==> config.mk <==
export PLATFORM = sky130hd
export DESIGN_NAME = resq_dispatch_ctrl_flat
export DESIGN_NICKNAME = d
export VERILOG_FILES = /design/src/rtl/resq_dispatch_ctrl_if.sv /design/src/rtl/resq_dispatch_ctrl.sv /design/src/flat_wrapper.sv
export SDC_FILE = /design/constraint.sdc
export NUM_CORES = 1
export LEC_CHECK = 0
export BUFFER_PORTS_ARGS = -buffer_cell sky130_fd_sc_hd__clkbuf_2
export CORE_ASPECT_RATIO = 0.75
export CORE_MARGIN = 8
export CORE_UTILIZATION = 35
export DETAILED_ROUTE_END_ITERATION = 16
export PLACE_DENSITY = 0.65
export SLEW_MARGIN = 20
export SYNTH_ARGS = -nofsm -noshare
export SYNTH_HDL_FRONTEND = slang
export SYNTH_SLANG_ARGS = --single-unit
==> constraint.sdc <==
create_clock -name Clock -period 2.2 [get_ports Clock]
set_input_delay 0.44 -clock Clock [delete_from_list [all_inputs] [get_ports Clock]]
set_output_delay 0.44 -clock Clock [all_outputs]
set_load 0.02 [all_outputs]
==> src/rtl/resq_dispatch_ctrl_if.sv <==
// resq_dispatch_ctrl_if: groups the station request bus, the ResQ core strobes
// and status, the responder handshake and the dispatch outputs of the controller.
// The slave modport is the controller's view. The master modport is the view of
// the surrounding stations, core and responder team.
interface resq_dispatch_ctrl_if #(
  parameter int N_REQ = 4
);
  logic [N_REQ-1:0]   Req_Valid;
  logic [8*N_REQ-1:0] Req_Zone;
  logic [2*N_REQ-1:0] Req_Priority;
  logic [2*N_REQ-1:0] Req_Resource;
  logic [N_REQ-1:0]   Req_Ready;

  logic       Core_Insert;
  logic       Core_Serve;
  logic [7:0] Core_Zone;
  logic [1:0] Core_Priority;
  logic [1:0] Core_Resource;
  logic       Core_Evac_Empty;
  logic       Core_Shelter_Valid;
  logic       Core_Food_Valid;
  logic       Core_Food_00;
  logic       Core_Shelter_01;
  logic       Core_Evacuation_10;
  logic [7:0] Core_Out_Zone;
  logic [1:0] Core_Out_Priority;

  logic       Team_Ready;
  logic       Team_Ack;
  logic       Dispatch_Valid;
  logic [7:0] Dispatch_Zone;
  logic [1:0] Dispatch_Priority;
  logic [1:0] Dispatch_Resource;
  logic [7:0] Reject_Count;
  logic       Dispatch_Timeout;

  modport slave (
    input  Req_Valid, Req_Zone, Req_Priority, Req_Resource,
    output Req_Ready,
    output Core_Insert, Core_Serve, Core_Zone, Core_Priority, Core_Resource,
    input  Core_Evac_Empty, Core_Shelter_Valid, Core_Food_Valid,
    input  Core_Food_00, Core_Shelter_01, Core_Evacuation_10,
    input  Core_Out_Zone, Core_Out_Priority,
    input  Team_Ready, Team_Ack,
    output Dispatch_Valid, Dispatch_Zone, Dispatch_Priority, Dispatch_Resource,
    output Reject_Count, Dispatch_Timeout
  );

  modport master (
    output Req_Valid, Req_Zone, Req_Priority, Req_Resource,
    input  Req_Ready,
    input  Core_Insert, Core_Serve, Core_Zone, Core_Priority, Core_Resource,
    output Core_Evac_Empty, Core_Shelter_Valid, Core_Food_Valid,
    output Core_Food_00, Core_Shelter_01, Core_Evacuation_10,
    output Core_Out_Zone, Core_Out_Priority,
    output Team_Ready, Team_Ack,
    input  Dispatch_Valid, Dispatch_Zone, Dispatch_Priority, Dispatch_Resource,
    input  Reject_Count, Dispatch_Timeout
  );
endinterface

==> src/rtl/resq_dispatch_ctrl.sv <==
// resq_dispatch_ctrl: sequencing controller in front of the ResQ three-queue core.
// It grants station requests round-robin into the core (one per INS cycle) and
// serves the core head into a dispatch register that is held until the team acks.
// Optional feature macro: DISPATCH_TIMEOUT_EN enables the dispatch-acknowledge
// watchdog (TIMEOUT cycles in DISP without Team_Ack returns the FSM to IDLE).
module resq_dispatch_ctrl #(
  parameter int N_REQ   = 4,
  parameter int TIMEOUT = 255
) (
  input logic                  Clock,
  input logic                  Reset,
  resq_dispatch_ctrl_if.slave  bus
);

  localparam int PW = (N_REQ > 1) ? $clog2(N_REQ) : 1;

  typedef enum logic [1:0] {IDLE, INS, SRV, DISP} state_t;
  typedef enum logic {OP_INS, OP_SRV} op_t;

  // Reject out-of-range parameters at elaboration time
  if (N_REQ < 2 || N_REQ > 8 || TIMEOUT < 1 || TIMEOUT > 255) begin : g_bad_param
    $error("resq_dispatch_ctrl: N_REQ must be 2..8 and TIMEOUT 1..255");
  end

  state_t           state_q, state_d;
  op_t              last_op_q, last_op_d;
  logic [PW-1:0]    ptr_q, ptr_d;
  logic [N_REQ-1:0] req_ready_q, req_ready_d;
  logic             core_insert_q, core_insert_d;
  logic             core_serve_q, core_serve_d;
  logic [7:0]       core_zone_q, core_zone_d;
  logic [1:0]       core_prio_q, core_prio_d;
  logic [1:0]       core_res_q, core_res_d;
  logic             disp_valid_q, disp_valid_d;
  logic [7:0]       disp_zone_q, disp_zone_d;
  logic [1:0]       disp_prio_q, disp_prio_d;
  logic [1:0]       disp_res_q, disp_res_d;
  logic [7:0]       reject_cnt_q, reject_cnt_d;
`ifdef DISPATCH_TIMEOUT_EN
  logic [7:0]       wd_cnt_q, wd_cnt_d;
  logic             wd_expire;
`endif

  logic             grant_found;
  logic [PW-1:0]    grant_idx;
  logic             pending;
  logic [1:0]       head_res;

  assign pending = ~bus.Core_Evac_Empty | bus.Core_Shelter_Valid | bus.Core_Food_Valid;

  // Round-robin search for the first valid station at or after ptr
  always_comb begin
    grant_found = 1'b0;
    grant_idx   = '0;
    for (int i = 0; i < N_REQ; i++) begin
      if (!grant_found && bus.Req_Valid[(int'(ptr_q) + i) % N_REQ]) begin
        grant_found = 1'b1;
        grant_idx   = PW'((int'(ptr_q) + i) % N_REQ);
      end
    end
  end

  // Encode the core's one-hot head-source indicators; 11 means no source asserted
  always_comb begin
    if (bus.Core_Food_00)            head_res = 2'b00;
    else if (bus.Core_Shelter_01)    head_res = 2'b01;
    else if (bus.Core_Evacuation_10) head_res = 2'b10;
    else                             head_res = 2'b11;
  end

`ifdef DISPATCH_TIMEOUT_EN
  assign wd_expire = (state_q == DISP) && !bus.Team_Ack && (wd_cnt_q == 8'(TIMEOUT - 1));
`endif

  // Next-state and registered-output computation for the IDLE/INS/SRV/DISP sequencer
  always_comb begin
    state_d       = state_q;
    last_op_d     = last_op_q;
    ptr_d         = ptr_q;
    req_ready_d   = '0;
    core_insert_d = 1'b0;
    core_serve_d  = 1'b0;
    core_zone_d   = 8'h00;
    core_prio_d   = 2'b00;
    core_res_d    = 2'b00;
    disp_valid_d  = 1'b0;
    disp_zone_d   = disp_zone_q;
    disp_prio_d   = disp_prio_q;
    disp_res_d    = disp_res_q;
    reject_cnt_d  = reject_cnt_q;
`ifdef DISPATCH_TIMEOUT_EN
    wd_cnt_d      = wd_cnt_q;
`endif
    case (state_q)
      IDLE: begin
        if (pending && bus.Team_Ready && (!grant_found || last_op_q == OP_INS)) begin
          state_d      = SRV;
          last_op_d    = OP_SRV;
          core_serve_d = 1'b1;
        end else if (grant_found) begin
          state_d        = INS;
          last_op_d      = OP_INS;
          ptr_d          = PW'((int'(grant_idx) + 1) % N_REQ);
          req_ready_d    = N_REQ'(1) << grant_idx;
          core_zone_d    = bus.Req_Zone[8*int'(grant_idx) +: 8];
          core_prio_d    = bus.Req_Priority[2*int'(grant_idx) +: 2];
          core_res_d     = bus.Req_Resource[2*int'(grant_idx) +: 2];
          core_insert_d  = (bus.Req_Resource[2*int'(grant_idx) +: 2] != 2'b11);
        end
      end
      INS: begin
        state_d = IDLE;
        if (core_res_q == 2'b11 && reject_cnt_q != 8'hFF) begin
          reject_cnt_d = reject_cnt_q + 8'd1;
        end
      end
      SRV: begin
        state_d      = DISP;
        disp_valid_d = 1'b1;
        disp_zone_d  = bus.Core_Out_Zone;
        disp_prio_d  = bus.Core_Out_Priority;
        disp_res_d   = head_res;
`ifdef DISPATCH_TIMEOUT_EN
        wd_cnt_d     = 8'd0;
`endif
      end
      DISP: begin
        disp_valid_d = 1'b1;
        if (bus.Team_Ack) begin
          state_d      = IDLE;
          disp_valid_d = 1'b0;
`ifdef DISPATCH_TIMEOUT_EN
        end else if (wd_expire) begin
          state_d      = IDLE;
          disp_valid_d = 1'b0;
        end else begin
          wd_cnt_d     = wd_cnt_q + 8'd1;
`endif
        end
      end
      default: state_d = IDLE;
    endcase
  end

  // State and output registers with synchronous reset
  always_ff @(posedge Clock) begin
    if (Reset) begin
      state_q       <= IDLE;
      last_op_q     <= OP_SRV;
      ptr_q         <= '0;
      req_ready_q   <= '0;
      core_insert_q <= 1'b0;
      core_serve_q  <= 1'b0;
      core_zone_q   <= 8'h00;
      core_prio_q   <= 2'b00;
      core_res_q    <= 2'b00;
      disp_valid_q  <= 1'b0;
      disp_zone_q   <= 8'h00;
      disp_prio_q   <= 2'b00;
      disp_res_q    <= 2'b00;
      reject_cnt_q  <= 8'h00;
`ifdef DISPATCH_TIMEOUT_EN
      wd_cnt_q      <= 8'h00;
`endif
    end else begin
      state_q       <= state_d;
      last_op_q     <= last_op_d;
      ptr_q         <= ptr_d;
      req_ready_q   <= req_ready_d;
      core_insert_q <= core_insert_d;
      core_serve_q  <= core_serve_d;
      core_zone_q   <= core_zone_d;
      core_prio_q   <= core_prio_d;
      core_res_q    <= core_res_d;
      disp_valid_q  <= disp_valid_d;
      disp_zone_q   <= disp_zone_d;
      disp_prio_q   <= disp_prio_d;
      disp_res_q    <= disp_res_d;
      reject_cnt_q  <= reject_cnt_d;
`ifdef DISPATCH_TIMEOUT_EN
      wd_cnt_q      <= wd_cnt_d;
`endif
    end
  end

  assign bus.Req_Ready         = req_ready_q;
  assign bus.Core_Insert       = core_insert_q;
  assign bus.Core_Serve        = core_serve_q;
  assign bus.Core_Zone         = core_zone_q;
  assign bus.Core_Priority     = core_prio_q;
  assign bus.Core_Resource     = core_res_q;
  assign bus.Dispatch_Valid    = disp_valid_q;
  assign bus.Dispatch_Zone     = disp_zone_q;
  assign bus.Dispatch_Priority = disp_prio_q;
  assign bus.Dispatch_Resource = disp_res_q;
  assign bus.Reject_Count      = reject_cnt_q;
`ifdef DISPATCH_TIMEOUT_EN
  assign bus.Dispatch_Timeout  = wd_expire;
`else
  assign bus.Dispatch_Timeout  = 1'b0;
`endif

endmodule
==> src/flat_wrapper.sv <==
// flat-port wrapper written by rule: the top's interface ports become plain ports
module resq_dispatch_ctrl_flat 
#(
  parameter int N_REQ   = 4,
  parameter int TIMEOUT = 255
)
  (Clock, Reset, bus_Req_Valid, bus_Req_Zone, bus_Req_Priority, bus_Req_Resource, bus_Req_Ready, bus_Core_Insert, bus_Core_Serve, bus_Core_Zone, bus_Core_Priority, bus_Core_Resource, bus_Core_Evac_Empty, bus_Core_Shelter_Valid, bus_Core_Food_Valid, bus_Core_Food_00, bus_Core_Shelter_01, bus_Core_Evacuation_10, bus_Core_Out_Zone, bus_Core_Out_Priority, bus_Team_Ready, bus_Team_Ack, bus_Dispatch_Valid, bus_Dispatch_Zone, bus_Dispatch_Priority, bus_Dispatch_Resource, bus_Reject_Count, bus_Dispatch_Timeout);
  resq_dispatch_ctrl_if #(.N_REQ(N_REQ)) bus_i ();
  input logic Clock;
  input logic Reset;
  input wire logic [$bits(bus_i.Req_Valid)-1:0] bus_Req_Valid;
  input wire logic [$bits(bus_i.Req_Zone)-1:0] bus_Req_Zone;
  input wire logic [$bits(bus_i.Req_Priority)-1:0] bus_Req_Priority;
  input wire logic [$bits(bus_i.Req_Resource)-1:0] bus_Req_Resource;
  output wire logic [$bits(bus_i.Req_Ready)-1:0] bus_Req_Ready;
  output wire logic [$bits(bus_i.Core_Insert)-1:0] bus_Core_Insert;
  output wire logic [$bits(bus_i.Core_Serve)-1:0] bus_Core_Serve;
  output wire logic [$bits(bus_i.Core_Zone)-1:0] bus_Core_Zone;
  output wire logic [$bits(bus_i.Core_Priority)-1:0] bus_Core_Priority;
  output wire logic [$bits(bus_i.Core_Resource)-1:0] bus_Core_Resource;
  input wire logic [$bits(bus_i.Core_Evac_Empty)-1:0] bus_Core_Evac_Empty;
  input wire logic [$bits(bus_i.Core_Shelter_Valid)-1:0] bus_Core_Shelter_Valid;
  input wire logic [$bits(bus_i.Core_Food_Valid)-1:0] bus_Core_Food_Valid;
  input wire logic [$bits(bus_i.Core_Food_00)-1:0] bus_Core_Food_00;
  input wire logic [$bits(bus_i.Core_Shelter_01)-1:0] bus_Core_Shelter_01;
  input wire logic [$bits(bus_i.Core_Evacuation_10)-1:0] bus_Core_Evacuation_10;
  input wire logic [$bits(bus_i.Core_Out_Zone)-1:0] bus_Core_Out_Zone;
  input wire logic [$bits(bus_i.Core_Out_Priority)-1:0] bus_Core_Out_Priority;
  input wire logic [$bits(bus_i.Team_Ready)-1:0] bus_Team_Ready;
  input wire logic [$bits(bus_i.Team_Ack)-1:0] bus_Team_Ack;
  output wire logic [$bits(bus_i.Dispatch_Valid)-1:0] bus_Dispatch_Valid;
  output wire logic [$bits(bus_i.Dispatch_Zone)-1:0] bus_Dispatch_Zone;
  output wire logic [$bits(bus_i.Dispatch_Priority)-1:0] bus_Dispatch_Priority;
  output wire logic [$bits(bus_i.Dispatch_Resource)-1:0] bus_Dispatch_Resource;
  output wire logic [$bits(bus_i.Reject_Count)-1:0] bus_Reject_Count;
  output wire logic [$bits(bus_i.Dispatch_Timeout)-1:0] bus_Dispatch_Timeout;
  assign bus_i.Req_Valid = bus_Req_Valid;
  assign bus_i.Req_Zone = bus_Req_Zone;
  assign bus_i.Req_Priority = bus_Req_Priority;
  assign bus_i.Req_Resource = bus_Req_Resource;
  assign bus_Req_Ready = bus_i.Req_Ready;
  assign bus_Core_Insert = bus_i.Core_Insert;
  assign bus_Core_Serve = bus_i.Core_Serve;
  assign bus_Core_Zone = bus_i.Core_Zone;
  assign bus_Core_Priority = bus_i.Core_Priority;
  assign bus_Core_Resource = bus_i.Core_Resource;
  assign bus_i.Core_Evac_Empty = bus_Core_Evac_Empty;
  assign bus_i.Core_Shelter_Valid = bus_Core_Shelter_Valid;
  assign bus_i.Core_Food_Valid = bus_Core_Food_Valid;
  assign bus_i.Core_Food_00 = bus_Core_Food_00;
  assign bus_i.Core_Shelter_01 = bus_Core_Shelter_01;
  assign bus_i.Core_Evacuation_10 = bus_Core_Evacuation_10;
  assign bus_i.Core_Out_Zone = bus_Core_Out_Zone;
  assign bus_i.Core_Out_Priority = bus_Core_Out_Priority;
  assign bus_i.Team_Ready = bus_Team_Ready;
  assign bus_i.Team_Ack = bus_Team_Ack;
  assign bus_Dispatch_Valid = bus_i.Dispatch_Valid;
  assign bus_Dispatch_Zone = bus_i.Dispatch_Zone;
  assign bus_Dispatch_Priority = bus_i.Dispatch_Priority;
  assign bus_Dispatch_Resource = bus_i.Dispatch_Resource;
  assign bus_Reject_Count = bus_i.Reject_Count;
  assign bus_Dispatch_Timeout = bus_i.Dispatch_Timeout;
  resq_dispatch_ctrl #(.N_REQ(N_REQ), .TIMEOUT(TIMEOUT)) u_core (.Clock(Clock), .Reset(Reset), .bus(bus_i));
endmodule
* Word level (Yosys, flattened, before mapping) *
Index checks and enable logic that the tools add are counted.

storage, ports and cells
  flip-flop bits (word level) = 44
  word-level logic and storage cells = 98
  input port bits = 72
  output and inout bits = 40

operators by class
  order comparisons = 4
  reduce and logical (&&, ||, !) cells = 22
  equality and inequality tests = 8
  bitwise logic cells = 10
  add/sub/neg operators = 5
  shifts and indexed selects = 4
  mux-type cells = 31

operators by type and width
  cell                   number
  $shiftx A32 B6 Y8      1
  $mux W2                9
  $mux W1                16
  $shiftx A8 B4 Y2       2
  $lt A3 B4 Y1 const B   3
  $add A8 B1 Y8 const B  1
  $bmux W1 S2            4
  $ne A8 B8 Y1 const B   1
  $pmux W2 S4            1
  $reduce_or A2 Y1       4
  $eq A2 B2 Y1 const B   3
  $logic_and A1 B1 Y1    6
  $reduce_and A2 Y1      3
  $not A1 Y1             5
  $add A2 B1 Y2 const B  2
  $add A2 B2 Y2 const B  2
  $logic_not A1 Y1       4
  $ne A2 B2 Y1 const B   2
  $reduce_or A4 Y1       1
  $shl A1 B2 Y4 const A  1
  $and A1 B1 Y1 const A  3
  $lt A2 B3 Y1 const B   1
  $ne A3 B1 Y1 const B   1
  $reduce_and A3 Y1      1
  other kinds (6)        7

* Depth between registers and ports, before layout *
Gate-level depths: netlist (run 1).

  depth in word-level cells = 19
  mapped depth = 9
  gate-level depth less buffers = 6

* Worst setup path before layout (run 1) *
No wires, ideal clock.

  kind = reg2reg
  start = register u_core.reject_cnt_q[0] (netlist: u_core.bus.Reject_Count[0])
  end = register u_core.reject_cnt_q[5] (netlist: u_core.bus.Reject_Count[5])
  library setup time = 0.070 ns
  period minus slack after synthesis = 1.813 ns
  stages on the path, launching flop included = 7
  path slack = 0.387 ns
  data arrival time = 1.742 ns
  required time = 2.130 ns
  path buffers = 0
  cells stage by stage = dfxtp_1 ha_1 and3_1 a31oi_4 nand4_4 or3_1 a21oi_1

on the way
  longest elaborated chain between the ends = 3
  elaborated cells between the ends (all ways) = 4
  those cells by class = add/sub (1); eq/ne (1); reduce/logical (2)

RTL lines
  item                                                   RTL line                   RTL
  start: declaration                                     resq_dispatch_ctrl.sv:38   logic [7:0] reject_cnt_q, reject_cnt_d;
  start signal: assignment                               resq_dispatch_ctrl.sv:179  reject_cnt_q <= reject_cnt_d;
  branches (longest 3 deep; another with $add A8 B1 Y8)  --

Parallel ways; which one is timed is not known.
A chain may end at the register's enable or synchronous reset.

* Final worst setup path (run 1) *
  start = register u_core.ptr_q[0]
  end = register u_core.core_prio_q[0] (netlist: u_core.bus.Core_Priority[0])

on the way
  longest elaborated chain between the ends = 16
  elaborated cells between the ends (all ways) = 34
  those cells by class = add/sub (3); shift (1); mux (19); bitwise (1); reduce/logical (10)

RTL lines
  item                                                    RTL line                   RTL
  start: declaration                                      resq_dispatch_ctrl.sv:27   logic [PW-1:0] ptr_q, ptr_d;
  start signal: assignment                                resq_dispatch_ctrl.sv:168  ptr_q <= ptr_d;
  branches (longest 16 deep; another with $add A2 B1 Y2)  --
  end signal: assignment                                  resq_dispatch_ctrl.sv:173  core_prio_q <= core_prio_d;
  end: declaration                                        resq_dispatch_ctrl.sv:32   logic [1:0] core_prio_q, core_prio_d;

Parallel ways; which one is timed is not known. The select of a mux whose other input is x is not followed.

==> results of run 1 <==
## sequential cells by signal, summed over array words and instances (netlist names)
signal	cells
u_core.bus.Core_Zone	8
u_core.bus.Dispatch_Zone	8
u_core.bus.Reject_Count	8
u_core.bus.Req_Ready	4
u_core.bus.Core_Priority	2
u_core.bus.Core_Resource	2
u_core.bus.Dispatch_Priority	2
u_core.bus.Dispatch_Resource	2
u_core.ptr_q	2
u_core.state_q	2
u_core.bus.Core_Insert	1
u_core.bus.Core_Serve	1
u_core.bus.Dispatch_Valid	1
u_core.last_op_q	1
## area by class of cell
| type | count | area [µm²] |
|---|---|---|
| inverters | 3 | 11.3 |
| fillers | 625 | 3290 |
| multi-input cells | 163 | 1160 |
| well taps | 81 | 101 |
| flip-flops and latches | 44 | 881 |
| clock buffers | 6 | 72.6 |
| repair buffers | 117 | 616 |
| clock inverters | 2 | 35.0 |
## placed cells by master, fill, tap and decap left out, types with 2 or more instances in the layout
| cell type | Yosys | layout |
|---|---|---|
| a21oi_1 | 17 | 17 |
| mux2i_1 | 18 | 18 |
| nand3b_1 | 2 | 2 |
| clkbuf_2 | 0 | 110 |
| a211oi_1 | 8 | 8 |
| nor3_1 | 5 | 5 |
| or3_1 | 3 | 3 |
| and3_1 | 2 | 2 |
| o21ai_0 | 3 | 3 |
| nor3b_1 | 4 | 4 |
| nand2_1 | 27 | 27 |
| and3b_1 | 2 | 2 |
| nor2_1 | 13 | 13 |
| inv_1 | 3 | 3 |
| nor2b_1 | 16 | 16 |
| dfxtp_1 | 44 | 44 |
| nand4_1 | 2 | 2 |
| a21oi_2 | 2 | 2 |
| a211oi_2 | 12 | 12 |
| xor2_1 | 5 | 5 |
| xnor2_1 | 2 | 2 |
| buf_4 | 1 | 6 |
| nand2b_1 | 2 | 2 |
| clkbuf_8 | 0 | 5 |
## path summary, 6_finish.rpt
path,from,endpoint,slack (ns),cells after the start
max,u_core.ptr_q[0],u_core.bus.Core_Priority[0],0.34,7
min,bus_Core_Out_Zone[3],u_core.bus.Dispatch_Zone[3],0.37,3
max reg2reg,u_core.ptr_q[0],u_core.bus.Core_Priority[0],0.34,7
min reg2reg,u_core.bus.Dispatch_Zone[5],u_core.bus.Dispatch_Zone[5],0.45,2
## cells in the mapped netlist (2+ instances only)
library cell / instances
nand2b_1: 2
and3_1: 2
buf_6: 8
nor3_1: 5
nor2_1: 13
xnor2_1: 2
nor2b_1: 16
a211oi_1: 8
nor3b_1: 4
nand2_1: 27
or3_1: 3
clkbuf_1: 4
a21oi_1: 17
and3b_1: 2
buf_2: 2
dfxtp_1: 44
nand3b_1: 2
a211oi_2: 12
mux2i_1: 18
inv_1: 3
xor2_1: 5
o21ai_0: 3
nand4_1: 2
a21oi_2: 2
## power by group
part / total [mW] / leakage (nW) / internal, mW / switching (mW)
logic: 0.735 / 0.892 / 0.331 / 0.404
clock network: 0.597 / 0.0552 / 0.337 / 0.260
registers: 0.935 / 0.359 / 0.874 / 0.0618
## kinds of logic after synthesis
logic type,after synthesis,share of synthesized area (%)
muxes,18,8.28
xor gates and xnor gates,7,2.82
AOI/OAI and AO/OA,51,19.9
buffers and inverters,19,6.33
DFF,44,40.5
other,1,0.172
adders and majority gates,1,0.575
and+or+nand+nor,85,21.4
## critical path, cell delays in order (launching register included)
cell and delay (ns):
dfxtp_1 0.52, nand2b_4 0.21, nor2b_1 0.17, o22a_4 0.21, buf_4 0.26, nor2b_1 0.09
a211oi_2 0.22, a211oi_2 0.06
## metal layers
| layer | track usage [%] | vias up | share of wire [%] |
|---|---|---|---|
| li1 | - | 1010 | - |
| met2 | 19.1 | 62 | 44 |
| met3 | 3.67 | 8 | 7.2 |
| met5 | 0 | - | 0 |
| met1 | 14.9 | 848 | 47 |
| met4 | 4.59 | 0 | 1.3 |
==> summary.txt, run 1 <==
Clock tree
  – Setup Fix Bufs, Post-CTS: 0
  – Worst-path clk slew: about 0.08 ns
  – Htree depth: 2
  – Max Root-Sink Buffers: 2
  – Num CTS Buffers: 5
  – Clk Tree Root Cell: clkbuf_8
  – Skew-Pair Late Insertion Delay: between 0.2 and 0.3 ns
  – Clock Sinks: 44
  – Post-CTS sizing: 0
  – CTS tree: yes
  – Cts hold-fix bufs: 0

Logic synthesis
  – Synth Register Bits: 44
  – Gate Count Post-Synth: between 200 and 250
  – Yosys warning count: 0
  – Syn nets: between 200 and 300
  – EDFF count, synth: 0
  – Post-synth top flop: dfxtp_1
  – Yosys top cell by area: dfxtp_1
  – Library cells used by synthesis: 44
  – Seq/Total Area, Yosys: between 40% and 50%
  – Area share of the largest cell type after synthesis: 40.5%
  – Asr flop ratio synth: 0%
  – Synth top area cells: dfxtp_1, mux2i_1, a211oi_2
  – Synthesized cell area: around 2200 µm²
  – Syn avg cell area: 9.63 µm²

Routing
  – Pre-Repair DR Iteration Count: 4
  – Detail Route Antenna Nets: 0
  – Vias: about 1.9k
  – Final WL: between 5000 and 6000 µm
  – Via-per-instance ratio: between 4 and 5
  – Routed len/inst: 13.1 µm
  – DR iter-0 viols: between 50 and 60
  – Residual DRC: 0

Finish
  – Non-filler cells, final: approximately 420
  – Syn-to-layout area delta: 32.1%
  – Layout cells sized above 1: a little over two fifths
  – Fin nets: around 410
  – Antenna cells: 0
  – Post-route cell area: about 2900 µm²
  – Final core utilization: ~47%

Timing
  – Fin crit share: approximately 85%
  – Worst Max-Slew Pin Slew: around 0.64 ns
  – Final setup fails: 0
  – Count of final hold-check violations: 0
  – RSZ-0062 raised after global routing: no
  – Hold Slack: 0.365 ns
  – Slew headroom: a little under three fifths
  – Slew Limit Fails: 0
  – Minimum clock period: approximately 1.9 ns
  – Setup TNS: 0 ns
  – Final setup margin: ~0.34 ns
  – Final setup skew: 0.00590 ns
  – Fmax: 536 MHz

Global routing
  – First-pass GRT wire length: 9090 µm
  – Initial antenna violation count: 0
  – Largest net degree at the start of global routing: 28
  – Vias in the first global route: between 1.5k and 2k
  – Global Route Usage Sum: 12.1%
  – Grt total ovfl: 0

Power
  – Pleak: between 1 and 1.5 nW
  – Pwr Density: approximately 800 nW/µm²
  – Overall power: around 2.3 mW
  – Maximum vdd drop: between 0.0003 and 0.0004 V

Die
  – Num ports: roughly 110
  – Die X: about 110 µm
  – Die area: between 9000 and 10000 µm²
  – Starting Density: approximately a third
  – Core ar.: a little over 6000 µm²
  – Die Height: approximately 84 µm
  – Rows: 25

Placement
  – Placed cells: 408
  – Placer congestion estimate: approximately 0.80
  – Port buffer count: 110
  – Setup WS pre-CTS: about 0.29 ns
  – Dpl hpwl: about 4400 µm
  – Area of placed instances: roughly 2800 µm²

Worst setup path
  – CP Launch Type: flop
  – CP endpoint kind: flop
  – Required time of the critical path: between 2 and 2.5 ns
  – Critical Path AT: just over 2 ns
  – Crit Path Max Fanout: 17
  – WS Path Type: reg -> reg

Outcome
  – Status: finished, final reports clean

Job
  – # Max-Cap Violations: 0

Min path
  – Hold Path Class: in -> reg
Power figures use the tool's default switching activity.
==> run 2: changes to the inputs <==
==> constraint.sdc (replaced) <==
create_clock -name Clock -period 1.9 [get_ports Clock]
set_input_delay 0.38 -clock Clock [delete_from_list [all_inputs] [get_ports Clock]]
set_output_delay 0.38 -clock Clock [all_outputs]
set_load 0.02 [all_outputs]
==> run 2 against run 1 <==
  * Combinational power up 25%
  * Worst setup slack lost 0.20 ns
  * Count of clock-buffer cells in the layout fell by 1
  * Cell area up 0.48%
  * Die area stayed put
  * Final cell count up 0.24%
  * Utilization increased by 0.22 points
  * Worst hold slack worse by 0.056 ns
  * Wire length grew 0.66%
  * Highest routed layer unchanged
==> summary.txt, run 2 (synthesis results as in run 1) <==
Global routing
  – First-pass GRT wire length: 9020 µm (-0.84%)
  – Grt total ovfl: 0 (unchanged)
  – Largest net degree at the start of global routing: 28 (unchanged)
  – Vias in the first global route: 1922 (-3.6%)
  – Initial antenna violation count: 0 (unchanged)
  – Global Route Usage Sum: 12.1% (about the same)

Clock tree
  – Num CTS Buffers: 5 (unchanged)
  – Setup Fix Bufs, Post-CTS: 0 (unchanged)
  – Post-CTS sizing: 0 (unchanged)
  – CTS tree: yes
  – Htree depth: 2 (unchanged)
  – Cts hold-fix bufs: 0 (unchanged)
  – Clk Tree Root Cell: clkbuf_8
  – Clock Sinks: 44 (unchanged)
  – Worst-path clk slew: 0.08 ns (about the same)
  – Skew-Pair Late Insertion Delay: 0.29 ns (about the same)
  – Max Root-Sink Buffers: 2 (unchanged)

Die
  – Die Height: 84.3 µm (unchanged)
  – Num ports: 112 (unchanged)
  – Core ar.: 6160 µm² (unchanged)
  – Die X: 107 µm (unchanged)
  – Die area: 9020 µm² (unchanged)
  – Starting Density: 35.3% (unchanged)
  – Rows: 25 (unchanged)

Timing
  – Setup TNS: 0 ns (unchanged)
  – Minimum clock period: 1.76 ns (-0.104 ns)
  – Slew Limit Fails: 0 (unchanged)
  – Fin crit share: 92.7% (+7.9 points)
  – Fmax: 568 MHz (+5.9%)
  – Hold Slack: 0.309 ns (-0.0560 ns)
  – Count of final hold-check violations: 0 (unchanged)
  – Final setup skew: 0.00865 ns (+0.00275 ns)
  – RSZ-0062 raised after global routing: no
  – Worst Max-Slew Pin Slew: 0.661 ns (+0.0180 ns)
  – Slew headroom: 55.8% (-1.2 points)
  – Final setup fails: 0 (unchanged)

Worst setup path
  – CP endpoint kind: flop
  – Crit Path Max Fanout: 5 (-12)
  – WS Path Type: reg -> reg
  – Critical Path AT: 1.98 ns (-0.06 ns)
  – Internal reg-to-reg setup slack: 0.14 ns (-0.20 ns)
  – CP Launch Type: flop
  – Required time of the critical path: 2.12 ns (-0.26 ns)

Finish
  – Commonest cells after routing, fill and taps aside: clkbuf_2, dfxtp_1, nand2_1
  – Commonest non-fill, non-tap cell in the layout: clkbuf_2
  – Syn-to-layout area delta: 32.7%
  – Layout cells sized above 1: 43.8% (+0.47 points)
  – Antenna cells: 0 (unchanged)
  – Non-filler cells, final: 417 (+0.24%)
  – Post-route cell area: 2890 µm² (+0.48%)
  – Fin nets: 409 (+0.49%)

Placement
  – Port buffer count: 110 (unchanged)
  – Area of placed instances: 2810 µm² (+1.4%)
  – Placer congestion estimate: 0.806 (+0.14%)
  – Placed cells: 410 (+0.49%)
  – Dpl hpwl: 4580 µm (+3.1%)

Routing
  – Residual DRC: 0 (unchanged)
  – Final WL: 5510 µm (+0.66%)
  – Pre-Repair DR Iteration Count: 4 (unchanged)
  – Detail Route Antenna Nets: 0 (unchanged)
  – DR iter-0 viols: 75 (+47%)
  – Routed len/inst: 13.2 µm (+0.42%)
  – Vias: 1940 (+0.62%)
  – Via-per-instance ratio: 4.65 (+0.38%)

Power
  – Maximum vdd drop: 0.000348 V (+3.8%)
  – Overall power: 2.54 mW (+12%)
  – Pleak: 1.31 nW (+0.20%)
  – Pwr Density: 878 nW/µm² (+11%)

Min path
  – Hold Path Class: in -> reg

Outcome
  – Status: finished, final reports clean

Job
  – # Max-Cap Violations: 0 (unchanged)
==> run 2: cell type report <==
cell class / instances / area, µm²
Fill cell: 635 / 3270
Inverter: 3 / 11.3
Timing Repair Buffer: 119 / 656
Clock buffer: 5 / 68.8
Multi-Input combinational cell: 163 / 1160
Clock inverter: 2 / 12.5
Sequential cell: 44 / 881
Tap cell: 81 / 101
==> run 2: worst max-delay path: stages, from the launching register on <==
cell and delay (ns):
dfxtp_1 0.37, ha_1 0.26, and3_1 0.22, a31oi_4 0.23, nand4_4 0.14, or3_1 0.34
a21oi_1 0.15
==> run 2: per-stage QoR <==
step                      util [%]  setup WS, ns
after floorplan                  -        0.0873
after global placement        45.5         0.152
after detailed placement      45.5        0.0889
after CTS                     46.9         0.128
after global routing          46.9        0.0237
final                         46.9         0.140
==> run 2: report_power, final <==
| group | internal (mW) | total [mW] | leakage, nW | switching [mW] |
|---|---|---|---|---|
| clock | 0.249 | 0.547 | 0.0400 | 0.298 |
| sequential | 1.01 | 1.07 | 0.359 | 0.0602 |
| combinational | 0.428 | 0.918 | 0.909 | 0.490 |
==> run 2: layer usage <==
metal	wire length (µm)	up-vias	share of wire, %	global-route usage, %
li1	-	1012	-	-
met1	2540	862	46	14.8
met2	2530	62	46	19.5
met3	389	4	7.1	3.90
met4	45	0	0.82	3.44
met5	0	-	0	0
==> run 2: worst paths after layout <==
| check | start | end | cells after the start |
|---|---|---|---|
| worst min-delay path | bus_Core_Out_Zone[6] | u_core.bus.Dispatch_Zone[6] | 3 |
| worst max-delay path | u_core.bus.Reject_Count[0] | u_core.bus.Reject_Count[5] | 6 |
| worst min register to register | u_core.bus.Dispatch_Zone[5] | u_core.bus.Dispatch_Zone[5] | 2 |
| worst max register to register | u_core.bus.Reject_Count[0] | u_core.bus.Reject_Count[5] | 6 |
==> run 3: changes to the inputs <==
--- a/config.mk
+++ b/config.mk
@@ -11,6 +11,7 @@
 export CORE_UTILIZATION = 35
 export DETAILED_ROUTE_END_ITERATION = 16
 export PLACE_DENSITY = 0.65
+export SETUP_SLACK_MARGIN = 0.15
 export SLEW_MARGIN = 20
 export SYNTH_ARGS = -nofsm -noshare
 export SYNTH_HDL_FRONTEND = slang
==> run 3 against run 2 <==
  * First-iteration DRC count down 39%
  * Fmax increased by 4.7%
  * Total power grew 3.2%
  * Clock skew increased by 0.0021 ns
  * Via count increased by 1.9%
  * Critical path type unchanged
  * Largest cell class unchanged
==> summary.txt, run 3 (synthesis results as in run 1) <==
Power
  – Pleak: 1.34 nW (+2.4%)
  – Pwr Density: 884 nW/µm² (+0.61%)
  – Overall power: 2.62 mW (+3.2%)
  – Maximum vdd drop: 0.000382 V (+9.7%)

Finish
  – Layout cells sized above 1: 47.1% (+3.3 points)
  – Final core utilization: 48.1% (+1.2 points)
  – Commonest non-fill, non-tap cell in the layout: clkbuf_2
  – Syn-to-layout area delta: 36.1%
  – Commonest cells after routing, fill and taps aside: clkbuf_2, dfxtp_1, nand2_1
  – Fin nets: 416 (+1.7%)
  – Post-route cell area: 2960 µm² (+2.6%)
  – Antenna cells: 0 (unchanged)

Worst setup path
  – Slowest stage delay, CP: 0.38 ns (about the same)
  – CP Buf/Inv Count: 0 (unchanged)
  – Required time of the critical path: 2.14 ns (+0.02 ns)
  – CP endpoint kind: flop
  – Critical Path AT: 1.92 ns (-0.06 ns)
  – CP max stage cell: dfxtp_4
  – Top delay family on crit path: simple AND/OR/NAND/NOR gates
  – Cells along the critical path: ha_2 > and3_1 > a31oi_4 > nand4_4 > or3_4 > a21oi_2
  – CP Launch Type: flop
  – WS Path Type: reg -> reg
  – Crit Path Max Fanout: 5 (unchanged)

Routing
  – Final WL: 5820 µm (+5.8%)
  – Residual DRC: 0 (unchanged)
  – Vias: 1977 (+1.9%)
  – Pre-Repair DR Iteration Count: 4 (unchanged)
  – Detail Route Antenna Nets: 0 (unchanged)
  – Routed len/inst: 13.7 µm (+3.8%)
  – Via-per-instance ratio: 4.65 (about the same)
  – DR iter-0 viols: 46 (-39%)

Die
  – Rows: 25 (unchanged)
  – Die Height: 84.3 µm (unchanged)
  – Num ports: 112 (unchanged)
  – Die area: 9020 µm² (unchanged)
  – Starting Density: 35.3% (unchanged)
  – Die X: 107 µm (unchanged)
  – Core ar.: 6160 µm² (unchanged)

Clock tree
  – Worst-path clk slew: 0.09 ns (about the same)
  – Max Root-Sink Buffers: 2 (unchanged)
  – Clock Sinks: 44 (unchanged)
  – Cts hold-fix bufs: 0 (unchanged)
  – Clk Tree Root Cell: clkbuf_8
  – Skew-Pair Late Insertion Delay: 0.30 ns (about the same)
  – Htree depth: 2 (unchanged)
  – CTS tree: yes
  – Num CTS Buffers: 5 (unchanged)

Timing
  – Slew headroom: 64.2% (+8.4 points)
  – Setup TNS: 0 ns (unchanged)
  – Count of final hold-check violations: 0 (unchanged)
  – Hold Slack: 0.300 ns (-0.00938 ns)
  – Slew Limit Fails: 0 (unchanged)
  – Minimum clock period: 1.68 ns (-0.0796 ns)
  – Worst Max-Slew Pin Slew: 0.537 ns (-0.124 ns)
  – Fin crit share: 88.5% (-4.2 points)
  – Final setup fails: 0 (unchanged)
  – Final setup skew: 0.0107 ns (+0.00205 ns)
  – Fmax: 595 MHz (+4.7%)
  – RSZ-0062 raised after global routing: yes

Global routing
  – First-pass GRT wire length: 9600 µm (+6.4%)
  – Global Route Usage Sum: 12.8% (+0.76 points)
  – Largest net degree at the start of global routing: 28 (unchanged)
  – Vias in the first global route: 2034 (+5.8%)
  – Grt total ovfl: 0 (unchanged)
  – Initial antenna violation count: 0 (unchanged)

Placement
  – Area of placed instances: 2820 µm² (+0.45%)
  – Port buffer count: 110 (unchanged)
  – Placer congestion estimate: 0.760 (-5.7%)
  – Dpl hpwl: 4610 µm (+0.55%)

Job
  – # Max-Cap Violations: 0 (unchanged)

Outcome
  – Status: finished, final reports clean

Min path
  – Hold Path Class: in -> reg
==> run 3: changes by cell type in the layout (fill, tap and decap cells not counted), sizes merged <==
cell / previous run / this run
buf: 9 / 15
clkinvlp: 1 / 2
o22a: 1 / 2
==> run 3: report_power, final <==
group          switching, mW  leakage [nW]  total [mW]  internal [mW]
Combinational          0.515         0.939       0.969          0.455
Sequential            0.0470         0.360        1.06           1.01
Clock                  0.328        0.0404       0.589          0.260
Total                  0.890          1.34        2.62           1.73
==> run 3: path summary, 6_finish.rpt <==
check                         startpoint                               to  slack (ns)  cells after the start
max           u_core.bus.Reject_Count[0]       u_core.bus.Reject_Count[7]        0.22                      6
max reg2reg   u_core.bus.Reject_Count[0]       u_core.bus.Reject_Count[7]        0.22                      6
min reg2reg  u_core.bus.Dispatch_Zone[2]      u_core.bus.Dispatch_Zone[2]        0.46                      2
min             bus_Core_Out_Priority[0]  u_core.bus.Dispatch_Priority[0]        0.30                      3
==> run 3: area by class of cell <==
type                    count  area, µm²
multi-input cells         164       1180
clock inverters             3       23.8
well taps                  81        101
inverters                   3       11.3
flip-flops and latches     44        887
clock buffers               5       68.8
fillers                   608       3200
repair buffers            125        688
==> run 3: worst register-to-register path: stages (launching register included) <==
cell and delay (ns):
dfxtp_4 0.38, ha_2 0.21, and3_1 0.21, a31oi_4 0.22, nand4_4 0.13, or3_4 0.35
a21oi_2 0.13
==> run 3: per-layer routing <==
layer	up-vias	global-route usage [%]	routed length, µm
met5	-	0	0
met4	0	4.33	54
met3	6	3.75	326
met2	50	21.4	2950
met1	889	15.2	2490
li1	1032	-	-
==> run 3: stage by stage <==
stage	setup WS (ns)	std cells
2_1_floorplan	0.184	226
3_3_place_gp	0.110	413
3_5_place_dp	0.0642	413
4_1_cts	0.179	421
5_1_grt	0.146	425
6_report	0.219	425
==> run 3: timing repair <==
item	4_1_cts	5_1_grt
endpoints found under the setup margin	0	11
gates resized for setup	0	6
setup buffers	0	3
endpoints found under the hold margin	0	0
